`src/rtl/uart_pkg.sv`:
```
// Shared UART definitions: receiver state encoding and baud divisor helpers.
// Reused by both the RX and TX sides of the UART.
package uart_pkg;

  typedef enum logic [2:0] {
    ST_IDLE      = 3'd0,
    ST_START     = 3'd1,
    ST_DATA      = 3'd2,
    ST_STOP      = 3'd3,
    ST_WAIT_IDLE = 3'd4
  } uart_state_e;

  // Rounded clocks per 16x oversample tick.
  function automatic int calc_div(input int clk_freq, input int baud);
    return (clk_freq + (baud * 8)) / (baud * 16);
  endfunction

  function automatic logic maj3(input logic a, input logic b, input logic c);
    return (a & b) | (a & c) | (b & c);
  endfunction

endpackage

```
`src/rtl/uart_baud_gen.sv`:
```
// 16x oversample tick generator: one-cycle pulse every DIV clocks.
// The clear input restarts the phase so the first tick lands DIV clocks later.
module uart_baud_gen #(
  parameter int DIV = 27
) (
  input  logic clk,
  input  logic rst,
  input  logic clear,
  output logic tick
);

  localparam int CW = $clog2(DIV + 1);
  localparam logic [CW-1:0] DIV_LAST = CW'(DIV - 1);

  logic [CW-1:0] div_cnt_r;
  logic          tick_r;

  // Divider counter with registered tick pulse
  always_ff @(posedge clk or posedge rst) begin
    if (rst) begin
      div_cnt_r <= '0;
      tick_r    <= 1'b0;
    end else if (clear) begin
      div_cnt_r <= '0;
      tick_r    <= 1'b0;
    end else if (div_cnt_r == DIV_LAST) begin
      div_cnt_r <= '0;
      tick_r    <= 1'b1;
    end else begin
      div_cnt_r <= div_cnt_r + CW'(1);
      tick_r    <= 1'b0;
    end
  end

  assign tick = tick_r;

endmodule

```
`src/rtl/uart_rx_os16.sv`:
```
// 16x oversampling UART receiver (8N1 by default) with 3-sample majority vote,
// glitch-rejecting start detection and break/stuck-low recovery.
module uart_rx_os16
  import uart_pkg::*;
#(
  parameter int CLK_FREQ   = 50_000_000,
  parameter int BAUD       = 115200,
  parameter int DATA_WIDTH = 8
) (
  input  logic                  clk,
  input  logic                  rst,
  input  logic                  rx,
  output logic [DATA_WIDTH-1:0] data_out,
  output logic                  valid,
  output logic                  frame_err,
  output logic                  busy
);

  localparam int DIV   = calc_div(CLK_FREQ, BAUD);
  localparam int BIT_W = $clog2(DATA_WIDTH) + 1;
  localparam logic [BIT_W-1:0] BIT_LAST = BIT_W'(DATA_WIDTH - 1);
  localparam logic [3:0] SMP_7  = 4'd7;
  localparam logic [3:0] SMP_8  = 4'd8;
  localparam logic [3:0] SMP_9  = 4'd9;
  localparam logic [3:0] SMP_15 = 4'd15;

  logic                  rx_meta_r, rx_sync_r, rx_prev_r;
  logic                  fall_s, tick_s, clear_s, vote_s;
  uart_state_e           state_r, state_nx_s;
  logic [3:0]            smp_cnt_r, smp_cnt_nx_s;
  logic [BIT_W-1:0]      bit_idx_r, bit_idx_nx_s;
  logic [DATA_WIDTH-1:0] shift_r, shift_nx_s;
  logic [DATA_WIDTH-1:0] data_out_r, data_nx_s;
  logic                  smp7_r, smp8_r, bit_val_r;
  logic                  valid_r, valid_nx_s, frame_err_r, ferr_nx_s, busy_r;

  uart_baud_gen #(.DIV(DIV)) u_baud_gen (
    .clk   (clk),
    .rst   (rst),
    .clear (clear_s),
    .tick  (tick_s)
  );

  assign fall_s = rx_prev_r & ~rx_sync_r;
  assign vote_s = maj3(smp7_r, smp8_r, rx_sync_r);

  // Two-flop synchronizer plus one delayed copy for falling-edge detection
  always_ff @(posedge clk or posedge rst) begin
    if (rst) begin
      rx_meta_r <= 1'b1;
      rx_sync_r <= 1'b1;
      rx_prev_r <= 1'b1;
    end else begin
      rx_meta_r <= rx;
      rx_sync_r <= rx_meta_r;
      rx_prev_r <= rx_sync_r;
    end
  end

  // Hold samples 7 and 8; sample 9 resolves the bit by majority
  always_ff @(posedge clk or posedge rst) begin
    if (rst) begin
      smp7_r    <= 1'b0;
      smp8_r    <= 1'b0;
      bit_val_r <= 1'b0;
    end else if (tick_s) begin
      if (smp_cnt_r == SMP_7) smp7_r <= rx_sync_r;
      if (smp_cnt_r == SMP_8) smp8_r <= rx_sync_r;
      if (smp_cnt_r == SMP_9) bit_val_r <= vote_s;
    end
  end

  // Next-state and datapath decode
  always_comb begin
    state_nx_s   = state_r;
    smp_cnt_nx_s = smp_cnt_r;
    bit_idx_nx_s = bit_idx_r;
    shift_nx_s   = shift_r;
    data_nx_s    = data_out_r;
    valid_nx_s   = 1'b0;
    ferr_nx_s    = 1'b0;
    clear_s      = 1'b0;
    case (state_r)
      ST_IDLE: begin
        smp_cnt_nx_s = 4'd0;
        bit_idx_nx_s = '0;
        if (fall_s) begin
          state_nx_s = ST_START;
          clear_s    = 1'b1;
        end else begin
          state_nx_s = ST_IDLE;
        end
      end
      // Glitch check at mid start bit; stay aligned to bit boundaries until sample 15
      ST_START: begin
        if (tick_s) begin
          smp_cnt_nx_s = smp_cnt_r + 4'd1;
          if ((smp_cnt_r == SMP_8) && rx_sync_r) begin
            state_nx_s = ST_IDLE;
          end else if (smp_cnt_r == SMP_15) begin
            state_nx_s   = ST_DATA;
            bit_idx_nx_s = '0;
          end else begin
            state_nx_s = ST_START;
          end
        end else begin
          state_nx_s = ST_START;
        end
      end
      ST_DATA: begin
        if (tick_s && (smp_cnt_r == SMP_15)) begin
          smp_cnt_nx_s = 4'd0;
          shift_nx_s   = {bit_val_r, shift_r[DATA_WIDTH-1:1]};
          if (bit_idx_r == BIT_LAST) begin
            state_nx_s = ST_STOP;
          end else begin
            bit_idx_nx_s = bit_idx_r + BIT_W'(1);
          end
        end else if (tick_s) begin
          smp_cnt_nx_s = smp_cnt_r + 4'd1;
        end else begin
          state_nx_s = ST_DATA;
        end
      end
      ST_STOP: begin
        if (tick_s && (smp_cnt_r == SMP_9)) begin
          if (vote_s) begin
            data_nx_s  = shift_r;
            valid_nx_s = 1'b1;
            state_nx_s = ST_IDLE;
          end else begin
            ferr_nx_s    = 1'b1;
            smp_cnt_nx_s = 4'd0;
            state_nx_s   = ST_WAIT_IDLE;
          end
        end else if (tick_s) begin
          smp_cnt_nx_s = smp_cnt_r + 4'd1;
        end else begin
          state_nx_s = ST_STOP;
        end
      end
      // Counts consecutive high ticks; any low tick restarts the count
      ST_WAIT_IDLE: begin
        if (tick_s && !rx_sync_r) begin
          smp_cnt_nx_s = 4'd0;
        end else if (tick_s && (smp_cnt_r == SMP_15)) begin
          smp_cnt_nx_s = 4'd0;
          state_nx_s   = ST_IDLE;
        end else if (tick_s) begin
          smp_cnt_nx_s = smp_cnt_r + 4'd1;
        end else begin
          state_nx_s = ST_WAIT_IDLE;
        end
      end
      default: begin
        state_nx_s   = ST_IDLE;
        smp_cnt_nx_s = 4'd0;
        bit_idx_nx_s = '0;
      end
    endcase
  end

  // State, counters and registered outputs
  always_ff @(posedge clk or posedge rst) begin
    if (rst) begin
      state_r     <= ST_IDLE;
      smp_cnt_r   <= 4'd0;
      bit_idx_r   <= '0;
      shift_r     <= '0;
      data_out_r  <= '0;
      valid_r     <= 1'b0;
      frame_err_r <= 1'b0;
      busy_r      <= 1'b0;
    end else begin
      state_r     <= state_nx_s;
      smp_cnt_r   <= smp_cnt_nx_s;
      bit_idx_r   <= bit_idx_nx_s;
      shift_r     <= shift_nx_s;
      data_out_r  <= data_nx_s;
      valid_r     <= valid_nx_s;
      frame_err_r <= ferr_nx_s;
      busy_r      <= (state_nx_s != ST_IDLE);
    end
  end

  assign data_out  = data_out_r;
  assign valid     = valid_r;
  assign frame_err = frame_err_r;
  assign busy      = busy_r;

endmodule

```
`config.mk`:
```
export PLATFORM = sky130hd
export DESIGN_NAME = uart_rx_os16
export DESIGN_NICKNAME = d
export VERILOG_FILES = /design/src/rtl/uart_pkg.sv /design/src/rtl/uart_baud_gen.sv /design/src/rtl/uart_rx_os16.sv
export SDC_FILE = /design/constraint.sdc
export NUM_CORES = 1
export LEC_CHECK = 0
export ABC_AREA = 1
export CORE_MARGIN = 1
export CORE_UTILIZATION = 52
export DETAILED_ROUTE_END_ITERATION = 16
export PLACE_DENSITY_LB_ADDON = 0.08
export SYNTH_ARGS = -nofsm -noshare
export SYNTH_HDL_FRONTEND = slang
export SYNTH_SLANG_ARGS = --single-unit
```
`constraint.sdc`:
```
create_clock -name clk -period 1.4 [get_ports clk]
set_input_delay 0.42 -clock clk [delete_from_list [all_inputs] [get_ports clk]]
set_output_delay 0.42 -clock clk [all_outputs]
set_load 0.01 [all_outputs]
```
==> results of run 1 <==
flip-flops by register name, summed over array words and instances, names as in the netlist:
signal                count
u_baud_gen.tick           1
valid                     1
smp8_r                    1
rx_sync_r                 1
data_out                  8
shift_r                   8
rx_prev_r                 1
smp7_r                    1
rx_meta_r                 1
bit_idx_r                 4
smp_cnt_r                 4
state_r                   3
busy                      1
u_baud_gen.div_cnt_r      5
bit_val_r                 1
frame_err                 1
synth_stat cells (4+ instances only):
| cell | n | area (um^2) |
|---|---|---|
| sky130_fd_sc_hd__a21oi_1 | 5 | 25.02 |
| sky130_fd_sc_hd__dfrtp_1 | 39 | 975.9 |
| sky130_fd_sc_hd__ha_1 | 6 | 75.07 |
| sky130_fd_sc_hd__inv_1 | 27 | 101.4 |
| sky130_fd_sc_hd__inv_2 | 5 | 18.77 |
| sky130_fd_sc_hd__nand2_1 | 48 | 180.2 |
| sky130_fd_sc_hd__nand3_1 | 17 | 85.08 |
| sky130_fd_sc_hd__nand4_1 | 4 | 25.02 |
| sky130_fd_sc_hd__nor2_1 | 22 | 82.58 |
| sky130_fd_sc_hd__o21ai_0 | 6 | 30.03 |
| sky130_fd_sc_hd__o21ai_1 | 4 | 20.02 |
| sky130_fd_sc_hd__o21ai_2 | 17 | 148.9 |
| sky130_fd_sc_hd__xor2_1 | 4 | 35.03 |
metrics by stage:
step | total power (W) | std cells
CTS | 0.003000 | 324
global route | 0.003254 | 329
finish | 0.003087 | 329
global placement | 0.002086 | 311
floorplan | 0.001873 | 230
detailed placement | 0.002110 | 311
cell usage in the layout (no fill, tap or decap), types with 4 or more instances in the layout:
cell / count
sky130_fd_sc_hd__nand4_1: 4
sky130_fd_sc_hd__nor2_1: 14
sky130_fd_sc_hd__inv_1: 25
sky130_fd_sc_hd__nand3_1: 17
sky130_fd_sc_hd__o21ai_2: 16
sky130_fd_sc_hd__clkbuf_8: 6
sky130_fd_sc_hd__nand2_2: 5
sky130_fd_sc_hd__dfrtp_1: 38
sky130_fd_sc_hd__inv_2: 5
sky130_fd_sc_hd__nand2_1: 43
sky130_fd_sc_hd__buf_4: 26
sky130_fd_sc_hd__nor2_2: 6
sky130_fd_sc_hd__o21ai_1: 8
sky130_fd_sc_hd__clkdlybuf4s15_1: 8
sky130_fd_sc_hd__xor2_1: 4
power by group through the flow:
stage | Combinational (W) | Clock [W] | Sequential, W
detailed placement | 0.000630 | 0 | 0.00148
CTS | 0.000722 | 0.000814 | 0.00146
finish | 0.000807 | 0.000801 | 0.00148
floorplan | 0.000431 | 0 | 0.00144
global placement | 0.000617 | 0 | 0.00147
global route | 0.000901 | 0.000859 | 0.00149
per-layer routing:
| layer | share of wire | up-vias | wire (um) |
|---|---|---|---|
| li1 | - | 840 | - |
| met1 | 0.46 | 807 | 2080 |
| met2 | 0.49 | 26 | 2202 |
| met3 | 0.034 | 7 | 153 |
| met4 | 0.013 | 0 | 59 |
| met5 | 0 | - | 0 |
critical path, cell delays in order (launching register included):
cell	delay, ns
sky130_fd_sc_hd__dfrtp_1	0.42
sky130_fd_sc_hd__inv_2	0.10
sky130_fd_sc_hd__ha_4	0.13
sky130_fd_sc_hd__nand2_2	0.05
sky130_fd_sc_hd__inv_2	0.08
sky130_fd_sc_hd__nand2_4	0.08
sky130_fd_sc_hd__buf_6	0.13
sky130_fd_sc_hd__o21bai_1	0.15
sky130_fd_sc_hd__nand3_1	0.12
sky130_fd_sc_hd__nand2_1	0.10
sky130_fd_sc_hd__a21oi_2	0.05
repair_timing:
action | CTS | global route
pin swaps | 4 | 11
gates cloned | 1 | 2
buffers inserted | 4 | 3
hold buffers | 0 | 0
setup endpoints to repair | 38 | 41
gates resized for setup | 32 | 25
worst paths after layout:
kind | start | to | depth (start not counted)
worst max-delay path | smp_cnt_r[1]$_DFFE_PP0N_ | smp_cnt_r[3]$_DFFE_PP0N_ | 10
worst min-delay path | rx_meta_r$_DFF_PP1_ | rx_sync_r$_DFF_PP1_ | 0
worst max register to register | smp_cnt_r[1]$_DFFE_PP0N_ | smp_cnt_r[3]$_DFFE_PP0N_ | 10
worst min register to register | rx_meta_r$_DFF_PP1_ | rx_sync_r$_DFF_PP1_ | 0
max in group asynchronous | rst | rx_sync_r$_DFF_PP1_ | 3
min in group asynchronous | rst | shift_r[5]$_DFFE_PP0P_ | 3
area by class of cell:
cell class                      instances  area [um^2]
Inverter                               33        130.1
Fill cell                             290        969.7
Timing Repair Buffer                   46        447.9
Clock buffer                            7        86.33
Tap cell                               48        60.06
Multi-Input combinational cell        152        988.4
Sequential cell                        42         1056
Clock inverter                          1        5.005
logic make-up (layout without fill, tap and decap cells):
kind of cell / after synthesis / after routing / synth area share
fa+ha+maj: 6 / 6 / 0.03597
simple gates: 103 / 104 / 0.2338
compound gates: 36 / 36 / 0.1217
flops: 42 / 42 / 0.5054
xor+xnor: 6 / 6 / 0.02518
buf+inv: 37 / 87 / 0.07793
==> results.sh, run 1 <==
export IMPL_outcome="finished with violations"
export IMPL_violations="setup timing"
export IMPL_ioPinCount=14
export IMPL_via_per_inst=5.106
export IMPL_areaGrowthSynthToFinish_pct=32.91
export IMPL_power_switching_share=0.3071
export IMPL_synth_enable_flop_cells=0
export IMPL_min_path_type="flop to flop"
export IMPL_gp_congestion=0.8448
export IMPL_tritoncts_num_sinks=42
export IMPL_critical_path_required_time_ns=1.58
export IMPL_grt_met3_usage=0.05208
export IMPL_post_route_util=0.7410
export IMPL_routed_via_count=1680
export IMPL_share_of_final_layout_standard_cells_stronger_than_drive_strength_1=0.3523
export IMPL_startpoint_type="flop"
export IMPL_cts_tree="done"
export IMPL_postRouteAntennaNets=0
export IMPL_gr_usage_all_layers=0.2237
export IMPL_synth_flop_cell="sky130_fd_sc_hd__dfrtp_1"
export IMPL_grt_antenna_before_repair=0
export IMPL_syn_num_nets=239
export IMPL_pin_count_of_the_biggest_net_entering_global_routing=29
export IMPL_timing_slew_headroom=0.7834
export IMPL_htree_num_levels=2
export IMPL_drt_pre_antenna_iters=4
export IMPL_fp_dieW_um=65.35
export IMPL_gr_usage_met2=0.3441
export IMPL_clock_fmax_mhz=663.9
export IMPL_tightest_slew_ns=0.3249
export IMPL_port_buffers=13
export IMPL_post_drt_wl_per_cell_um=13.66
export IMPL_numCtsBuffers=5
export IMPL_critPathCaptureType="flop"
export IMPL_share_of_flip_flops_with_an_asynchronous_set_or_reset=1.000
export IMPL_worst_ep_arrival_time_ns=1.69
export IMPL_routed_wirelength_um=4495
export IMPL_hold_viol_final=0
export IMPL_power_clock_fraction=0.259
export IMPL_fin_setup_tns_ns=-0.4412
export IMPL_grt_first_pass_wirelength_um=7107
export IMPL_post_route_min_period_ns=1.506
export IMPL_cp_max_fo=6
export IMPL_clock_tree_root_cell="sky130_fd_sc_hd__clkbuf_8"
export IMPL_clkTransAtPathRegs_ns=0.08
export IMPL_diodes_inserted=0
export IMPL_cellLeakagePower_nw=1.376
export IMPL_remaining_global_route_overflow=0
export IMPL_rsz0062_at_grt="yes"
export IMPL_grt_met1_usage=0.3042
export IMPL_timing_final_max_slew_violations=0
export IMPL_yosysSeqAreaShare=0.5054
export IMPL_share_seq_of_total_power=0.479
export IMPL_ctsLongestPathBuffers=2
export IMPL_netlist_cell_type_count=31
export IMPL_core_area_um2=3744
export IMPL_syn_inst=230
export IMPL_die_footprint_um2=4271
export IMPL_grt_busiest_layer="met2"
export IMPL_maxCapViolCount=0
export IMPL_dp_final_hpwl_um=2871
export IMPL_pre_cts_slack_ns=-0.08639
export IMPL_intPower_w=0.002139
export IMPL_powerDensity_nw_per_um2=1113
export IMPL_ff2ff_setup_slack_ns=-0.11
export IMPL_synth_area_per_cell_um2=9.074
export IMPL_layout_nets=289
export IMPL_dieHeight_um=65.35
export IMPL_worstSkewPairLatency_ns=0.29
export IMPL_drc=0
export IMPL_start_util=0.5575
export IMPL_finalClockSkew_ns=0.005419
export IMPL_combPwrFrac=0.261
export IMPL_final_critical_path_setup_slack_ns=-0.1063
export IMPL_synth_seq_cells=42
export IMPL_switching_power_w=0.0009481
export IMPL_fin_area_um2=2774
export IMPL_final_min_period_over_clock_period=1.076
export IMPL_worst_setup_path_type="flop to flop"
export IMPL_ir_drop_mv=0.5944
export IMPL_finalSetupViolations=14
export IMPL_placed_cell_area_um2=2445
export IMPL_yosysWarningCount=0
export IMPL_grt_pass1_vias=1578
export IMPL_initialDrtViolationCount=42
export IMPL_post_synth_design_cell_area_um2=2087
export IMPL_timing_hold_ws_ns=0.3589
export IMPL_num_rows=22
(Power assumes the default switching activity.)
==> run 2: changes to the inputs <==
--- a/config.mk
+++ b/config.mk
@@ -8,6 +8,7 @@
 export ABC_AREA = 1
 export CORE_MARGIN = 1
 export CORE_UTILIZATION = 52
+export CTS_CLUSTER_SIZE = 25
 export DETAILED_ROUTE_END_ITERATION = 16
 export PLACE_DENSITY_LB_ADDON = 0.08
 export SYNTH_ARGS = -nofsm -noshare
==> results of run 2 <==
No change in the layout: final DEF, timing and power equal those of run 1.
==> run 3: changes to the inputs <==
--- a/config.mk
+++ b/config.mk
@@ -10,6 +10,7 @@
 export CORE_UTILIZATION = 52
 export CTS_CLUSTER_SIZE = 25
 export DETAILED_ROUTE_END_ITERATION = 16
+export GPL_TIMING_DRIVEN = 1
 export PLACE_DENSITY_LB_ADDON = 0.08
 export SYNTH_ARGS = -nofsm -noshare
 export SYNTH_HDL_FRONTEND = slang
==> results of run 3 <==
No change in the layout: final DEF, timing and power equal those of run 1.
